--- src/rtl/reg_file_mp.sv ---
// reg_file_mp: multi-ported register file with x0 hardwired to zero, write-to-read
// bypass, a per-register pending-write scoreboard and a duplicate-write-address flag.
module reg_file_mp #(
  parameter int XLEN = 32,
  parameter int NREGS = 32,
  parameter int NRD = 2,
  parameter int NWR = 2,
  parameter int BYPASS = 1,
  localparam int AW = $clog2(NREGS)
) (
  input  logic                clk,
  input  logic                rst_n,
  input  logic [NRD*AW-1:0]   rd_addr,
  output logic [NRD*XLEN-1:0] rd_data,
  output logic [NRD-1:0]      rd_busy,
  input  logic [NWR-1:0]      wr_en,
  input  logic [NWR*AW-1:0]   wr_addr,
  input  logic [NWR*XLEN-1:0] wr_data,
  input  logic                alloc_en,
  input  logic [AW-1:0]       alloc_addr,
  output logic [NREGS-1:0]    busy_vec,
  output logic                wr_conflict
);
  logic [NREGS-1:0][XLEN-1:0] regs_q, regs_d;
  logic [NREGS-1:0]           busy_q, busy_d;
  logic                       conflict_q, conflict_d;
  logic [AW-1:0]              ra, wa, wb;
  always_ff @(posedge clk or negedge rst_n) begin
    if (!rst_n) begin
      regs_q <= '0;
      busy_q <= '0;
      conflict_q <= 1'b0;
    end else begin
      regs_q <= regs_d;
      busy_q <= busy_d;
      conflict_q <= conflict_d;
    end
  end
  // Ascending port order lets the highest-index write win; alloc is applied last
  // so a same-cycle alloc leaves the new producer pending.
  always_comb begin
    regs_d = regs_q;
    busy_d = busy_q;
    conflict_d = 1'b0;
    wa = '0;
    wb = '0;
    for (int w = 0; w < NWR; w++) begin
      wa = wr_addr[w*AW +: AW];
      if (wr_en[w] && wa != '0) begin
        regs_d[wa] = wr_data[w*XLEN +: XLEN];
        busy_d[wa] = 1'b0;
      end
      for (int b = w + 1; b < NWR; b++) begin
        wb = wr_addr[b*AW +: AW];
        if (wr_en[w] && wr_en[b] && wa == wb && wa != '0) conflict_d = 1'b1;
      end
    end
    if (alloc_en && alloc_addr != '0) busy_d[alloc_addr] = 1'b1;
  end
  always_comb begin
    rd_data = '0;
    rd_busy = '0;
    ra = '0;
    for (int i = 0; i < NRD; i++) begin
      ra = rd_addr[i*AW +: AW];
      rd_data[i*XLEN +: XLEN] = regs_q[ra];
      rd_busy[i] = busy_q[ra];
      for (int w = 0; w < NWR; w++) begin
        if (BYPASS != 0 && wr_en[w] && wr_addr[w*AW +: AW] == ra && ra != '0) begin
          rd_data[i*XLEN +: XLEN] = wr_data[w*XLEN +: XLEN];
          rd_busy[i] = 1'b0;
        end
      end
    end
  end
  assign busy_vec = busy_q;
  assign wr_conflict = conflict_q;
endmodule

--- config.mk ---
export PLATFORM = sky130hd
export DESIGN_NAME = reg_file_mp
export DESIGN_NICKNAME = d
export VERILOG_FILES = /design/src/rtl/reg_file_mp.sv
export SDC_FILE = /design/constraint.sdc
export NUM_CORES = 2
export LEC_CHECK = 0
export CAP_MARGIN = 25
export CORE_UTILIZATION = 40
export DETAILED_ROUTE_END_ITERATION = 8
export GPL_TIMING_DRIVEN = 0
export SYNTH_ARGS = -nofsm -noshare
export SYNTH_HDL_FRONTEND = slang
export SYNTH_SLANG_ARGS = --single-unit
--- constraint.sdc ---
create_clock -name clk -period 4.49 [get_ports clk]
set_input_delay 1.347 -clock clk [delete_from_list [all_inputs] [get_ports clk]]
set_output_delay 1.347 -clock clk [all_outputs]
set_load 0.05 [all_outputs]
Word level (Yosys, flattened, before mapping)
Index checks and enable logic that the tools add are counted.
W data, S select, Z words.
- magnitude comparators: 8
- equal/unequal tests: 5
- mux-type cells: 34
- bitwise operators: 5
- reductions and logical operators: 22
- operators by type and width (cell ; count):
    $bwmux W1024 ; 2
    $mux W1024 ; 2
    $mux W32 ; 11
    $bmux W32 S5 ; 2
    $demux W32 S5 ; 2
    $and A32 B32 Y32 ; 2
    $not A32 Y32 ; 2
    $or A32 B32 Y32 ; 1
    $lt A5 B6 Y1 const B ; 5
    $eq A5 B5 Y1 ; 5
    $reduce_bool A5 Y1 ; 5
    $logic_and A1 B1 Y1 ; 17
    $demux W1 S5 ; 3
    $ge A5 B1 Y1 const B ; 3
    $bmux W1 S5 ; 2
    $mux W1 ; 10
- bits in registers: 1057
- input bits: 94
- output and inout port bits: 99
- word-level logic and storage cells: 108

Logic depth before layout (Yosys ltp)
- word-level depth: 11
- depth in mapped cells: 12
- gate-level depth less buffers: 6

Worst setup path before layout
OpenSTA, ideal clock, no wires.
- path kind: input-to-output
- from: in rd_addr[1]
- to: out rd_busy[0]
- arrival time: 4.892 ns
- required time: 3.143 ns
- setup slack: -1.749 ns
- stages: 8
- path buffers: 4
- cells stage by stage: buf_4 -> buf_4 -> buf_4 -> buf_2 -> mux4_2 -> nand2_1 -> and3_1 -> a2111oi_0
- cells in the longest elaborated chain, start to end: 5
- elaborated cells on any way between the ends: 11
- classes of those cells: eq/ne: 2; mux: 4; reduce/logical: 5
- ends and longest elaborated chain (element ; line ; source):
    start, declared ; 13 ; input logic [NRD*AW-1:0] rd_addr,
    branches (longest 4 deep; another with $bmux W1 S5) ; - ;
    $mux W1 (*) ; 69 ; if (BYPASS != 0 && wr_en[w] && wr_addr[w*AW +: AW] == ra && ra != '0) begin
    end, declared ; 15 ; output logic [NRD-1:0] rd_busy,
Every way passes the cells marked *. The select of a mux whose other input is x is not followed.

Worst setup path after layout
- from: in rd_addr[7]
- to: out rd_data[58]
- cells in the longest elaborated chain, start to end: 5
- elaborated cells on any way between the ends: 11
- classes of those cells: eq/ne: 2; mux: 4; reduce/logical: 5
- ends and longest elaborated chain (element ; line ; source):
    branches (longest 4 deep; another with $bmux W32 S5) ; - ;
    $mux W32 (*) ; 69 ;
    end, declared ; 14 ; output logic [NRD*XLEN-1:0] rd_data,
Marked as above.

==> results by group <==
STA
  – Rel. slew slack: 10.9%
  – Number of setup violations in the final report: 66
  – Aggregate negative setup slack: -50.58 ns
  – Final worst setup slack: -1.24 ns
  – Layout Skew: 0 ns
  – Pins Over Slew Limit: 0
  – Max Clk Rate: 174 MHz
  – RSZ-0062 raised after global routing: yes
  – Period utilisation layout: 128%
  – Final Hold Viols: 0
  – Min Clock Period, post-route: 5.73 ns
  – Worst-Margin Slew: 1.34 ns

Synth
  – FF+latch count, synth: 1057
  – Asr flop ratio synth: between 90% and 100%
  – Seq/Total Area, Yosys: 39.0%
  – Post-synthesis net count: about 7100
  – Synth Instances: 7002
  – Most used DFF post-synth: dfrtp_1
  – Mapped cell area: 67800 µm²
  – Synth Area per Inst: 9.69 µm²
  – Post-synth EDFFs: 0
  – YS warnings: 0
  – Netlist cell types: 66

Final layout
  – Storage cell area: 26500 µm²
  – Footprint of the multi-input gates: 41800 µm²
  – Fill cells: about 15000
  – Final #Nets: 7786
  – Area growth syn-to-layout: 31.7%
  – Core Util, Final: between 50% and 60%
  – Fraction of layout cells with a size suffix above 1: around 25%

Detailed routing
  – Routed vias/inst: 7.19
  – DR vias: 72000
  – Wirelength, routed: 490000 µm
  – # DRC: 0
  – Antenna-violating nets left: 0
  – DRT iter0 DRCs: 12500
  – DR pass1 iterations: 9
  – Wire length per cell: 48.9 µm

Setup path
  – Worst-path cell chain: buf_12, buf_12, buf_16, buf_16, buf_16, mux2i_1, nor2_1, a21oi_4, o22ai_1, a222oi_1, o221ai_4, buf_6
  – Worst R2R Start: regs_q[758]
  – Slowest cell on crit path: a222oi_1
  – Crit. End Element: output pin
  – Startpoint types: input pin
  – Critical path startpoint: rd_addr[7]
  – Largest fanout on the critical path: 9
  – Top cell by count, worst path: buf_16
  – Crit path kind: input pin to output pin
  – CP Data Arrival Time: 4.39 ns
  – CP Data Required Time: 3.14 ns
  – CP top delay family: compound AO/OA/AOI/OAI gates
  – Critical path's largest stage delay: 1.05 ns
  – Crit path buf inv count: 6

Clock tree
  – Post-CTS Hold Fix Bufs: 0
  – CTS clk-pin slew, worst paths: 0.06 ns
  – Clk buf depth: 3
  – CTS root buf: clkbuf_16
  – Clk_lat worst skew: 0.84 ns
  – CTS Sinks: 1057
  – CTS Buf Count: ~130
  – H-tree levels: 4
  – CTS tree: done

Global route
  – Overall routing resource usage: 55.9%
  – First-pass GRT wire length: 629000 µm
  – Largest net degree at the start of global routing: approximately 170
  – Vias in the first global route: 66300
  – Grt ovf: 0
  – Initial antenna violation count: 26

Power
  – Leak: 38.7 nW
  – Power per cell area: 441 nW/µm²
  – Max IR drop VDD: 460 µV
  – Total power draw: between 0.03 and 0.04 W

Outcome
  – Failing checks: negative setup slack
  – Status: finished with violations

Floorplan
  – Row count: 150
  – Die X: about 410 µm
  – Ports: 193
  – Die height: a little over 400 µm
  – Die Area: 171000 µm²
  – CORE AREA: 168000 µm²
  – Initial Util: 40.4%

Placement
  – DPL Wire Length: 363000 µm
  – GPL Wtd Cong: 1.09
  – PortBufs: 120

Hold path
  – Type of the most critical hold path: input pin to async pin

Flow run
  – Maxcap violations: 0
## cell families (layout without fill, tap and decap cells)
kind of cell | after synthesis | count (layout) | synth area share [%]
other | 0 | 28 | 0
DFF | 1057 | 1057 | 39.0
AOI/OAI and AO/OA | 1691 | 1691 | 15.2
xor gates and xnor gates | 25 | 25 | 0.323
and+or+nand+nor | 1587 | 1587 | 9.54
buffers and inverters | 915 | 1702 | 5.96
muxes | 1727 | 1727 | 30.0
## routing by layer
| layer | track usage, % | vias to the layer above | wire length (µm) |
|---|---|---|---|
| met5 | 1.07 | - | 434 |
| met4 | 53.6 | 12 | 58400 |
| met3 | 23.9 | 2089 | 67000 |
| met2 | 76.3 | 6949 | 194000 |
| met1 | 64.7 | 36100 | 170000 |
| li1 | - | 26900 | - |
## Yosys cell counts, types with 4 or more instances
library cell | number | area, µm²
o22ai_1 | 109 | 682
a22o_1 | 6 | 52.6
a2111oi_0 | 8 | 70.1
xnor2_1 | 19 | 166
mux2_2 | 141 | 1590
nand4_1 | 4 | 25.0
and2_1 | 10 | 62.6
a32o_1 | 22 | 220
mux2i_1 | 1351 | 13500
or2_2 | 4 | 25.0
o21ai_0 | 700 | 3500
o221ai_1 | 81 | 709
nor4_1 | 28 | 175
a221oi_1 | 47 | 412
buf_6 | 18 | 203
nor3_2 | 4 | 40.0
a222oi_1 | 16 | 160
clkbuf_2 | 4 | 20.0
a211o_1 | 6 | 52.6
dfrtp_1 | 1057 | 26500
o21a_1 | 16 | 120
nor2_1 | 491 | 1840
buf_2 | 143 | 716
a211oi_1 | 52 | 390
nand2_1 | 900 | 3380
xor2_1 | 6 | 52.6
nand3_1 | 7 | 35.0
a221o_1 | 47 | 470
a22oi_1 | 27 | 203
and3_1 | 8 | 50.1
o22a_1 | 31 | 272
nand2b_1 | 11 | 68.8
buf_4 | 67 | 503
a21oi_1 | 372 | 1860
clkbuf_1 | 572 | 2150
nor3_1 | 39 | 195
mux2_1 | 7 | 78.8
a31oi_1 | 73 | 457
inv_1 | 28 | 105
buf_1 | 79 | 297
nand3b_1 | 4 | 30.0
mux4_2 | 228 | 5130
nor2b_1 | 52 | 325
and3b_1 | 4 | 35.0
a32oi_1 | 69 | 604
## layout make-up
cell class                 instances  area share, %
antenna                           28         0.0784
buffer                           868           7.23
clock buffer                     190           4.49
clock inverter                    43          0.448
inverter                          29          0.129
multi-input combinational       5030           46.8
sequential                      1057           29.6
tap                             2204           3.09
timing repair buffer             572           8.12
## path summary, 6_finish.rpt
check | depth (start not counted) | to | slack [ns]
hold reg to reg | 1 | regs_q[6] | 0.48
setup reg to reg | 2 | regs_q[758] | 3.08
min in group clk | 1 | regs_q[6] | 0.48
max in group asynchronous | 4 | regs_q[383] | 1.67
setup / recovery | 12 | rd_data[58] | -1.24
hold / removal | 1 | regs_q[234] | 0.42
## registers in the layout, indices dropped and copies added (netlist names)
register,cells
busy_vec,32
wr_conflict,1
regs_q,1024
## what timing repair did
item | in CTS | in global routing
setup buffers | 211 | 124
setup endpoints to repair | 66 | 66
pin swaps | 180 | 148
resized for setup | 1628 | 295
gates cloned | 15 | 5
## power by group
part	total [W]	switching, W	internal (W)
clock	0.0114	0.00493	0.00650
sequential	0.0149	0.00293	0.0119
combinational	0.0130	0.00752	0.00553
total	0.0394	0.0154	0.0240
## placed cells by master, fill, tap and decap left out, types with 22 or more instances in the layout
| master | synthesis | routed |
|---|---|---|
| o22ai_2 | 0 | 24 |
| o21ai_0 | 700 | 659 |
| a21oi_1 | 372 | 336 |
| mux2i_1 | 1351 | 1236 |
| o221ai_2 | 0 | 47 |
| o22ai_1 | 109 | 79 |
| a221o_1 | 47 | 40 |
| o21ai_1 | 3 | 27 |
| dfrtp_1 | 1057 | 1057 |
| a32oi_1 | 69 | 53 |
| nand2_1 | 900 | 891 |
| buf_4 | 67 | 221 |
| buf_6 | 18 | 141 |
| mux2i_2 | 0 | 56 |
| a31oi_1 | 73 | 73 |
| buf_12 | 1 | 116 |
| clkbuf_16 | 0 | 160 |
| clkbuf_8 | 0 | 50 |
| buf_2 | 143 | 88 |
| inv_1 | 28 | 26 |
| clkbuf_2 | 4 | 33 |
| buf_8 | 2 | 114 |
| clkbuf_4 | 0 | 25 |
| nor2b_1 | 52 | 45 |
| clkbuf_1 | 572 | 487 |
| mux4_2 | 228 | 228 |
| mux2_2 | 141 | 136 |
| nor2_1 | 491 | 470 |
| nor4_4 | 0 | 25 |
| a211oi_4 | 0 | 22 |
| o22a_1 | 31 | 25 |
| diode_2 | 0 | 28 |
| mux2i_4 | 0 | 59 |
| buf_1 | 79 | 66 |
| clkinv_2 | 0 | 29 |
| buf_16 | 0 | 88 |
| clkdlybuf4s50_1 | 0 | 39 |
| nor3_4 | 0 | 31 |
## through the flow
| step | hold WS (ns) | cells | setup slack (ns) | area (µm²) |
|---|---|---|---|---|
| 4_1_cts | 0.480 | 9866 | -1.03 | 86900 |
| 3_5_place_dp | 0.467 | 9416 | -3.95 | 74900 |
| 2_1_floorplan | 0.441 | 7002 | -0.0896 | 69400 |
| 6_report | 0.418 | 10000 | -1.24 | 89300 |
| 3_3_place_gp | 0.455 | 9326 | -50.96 | 73400 |
| 5_1_grt | 0.470 | 9998 | -1.09 | 89300 |
Power figures use the tool's default switching activity.
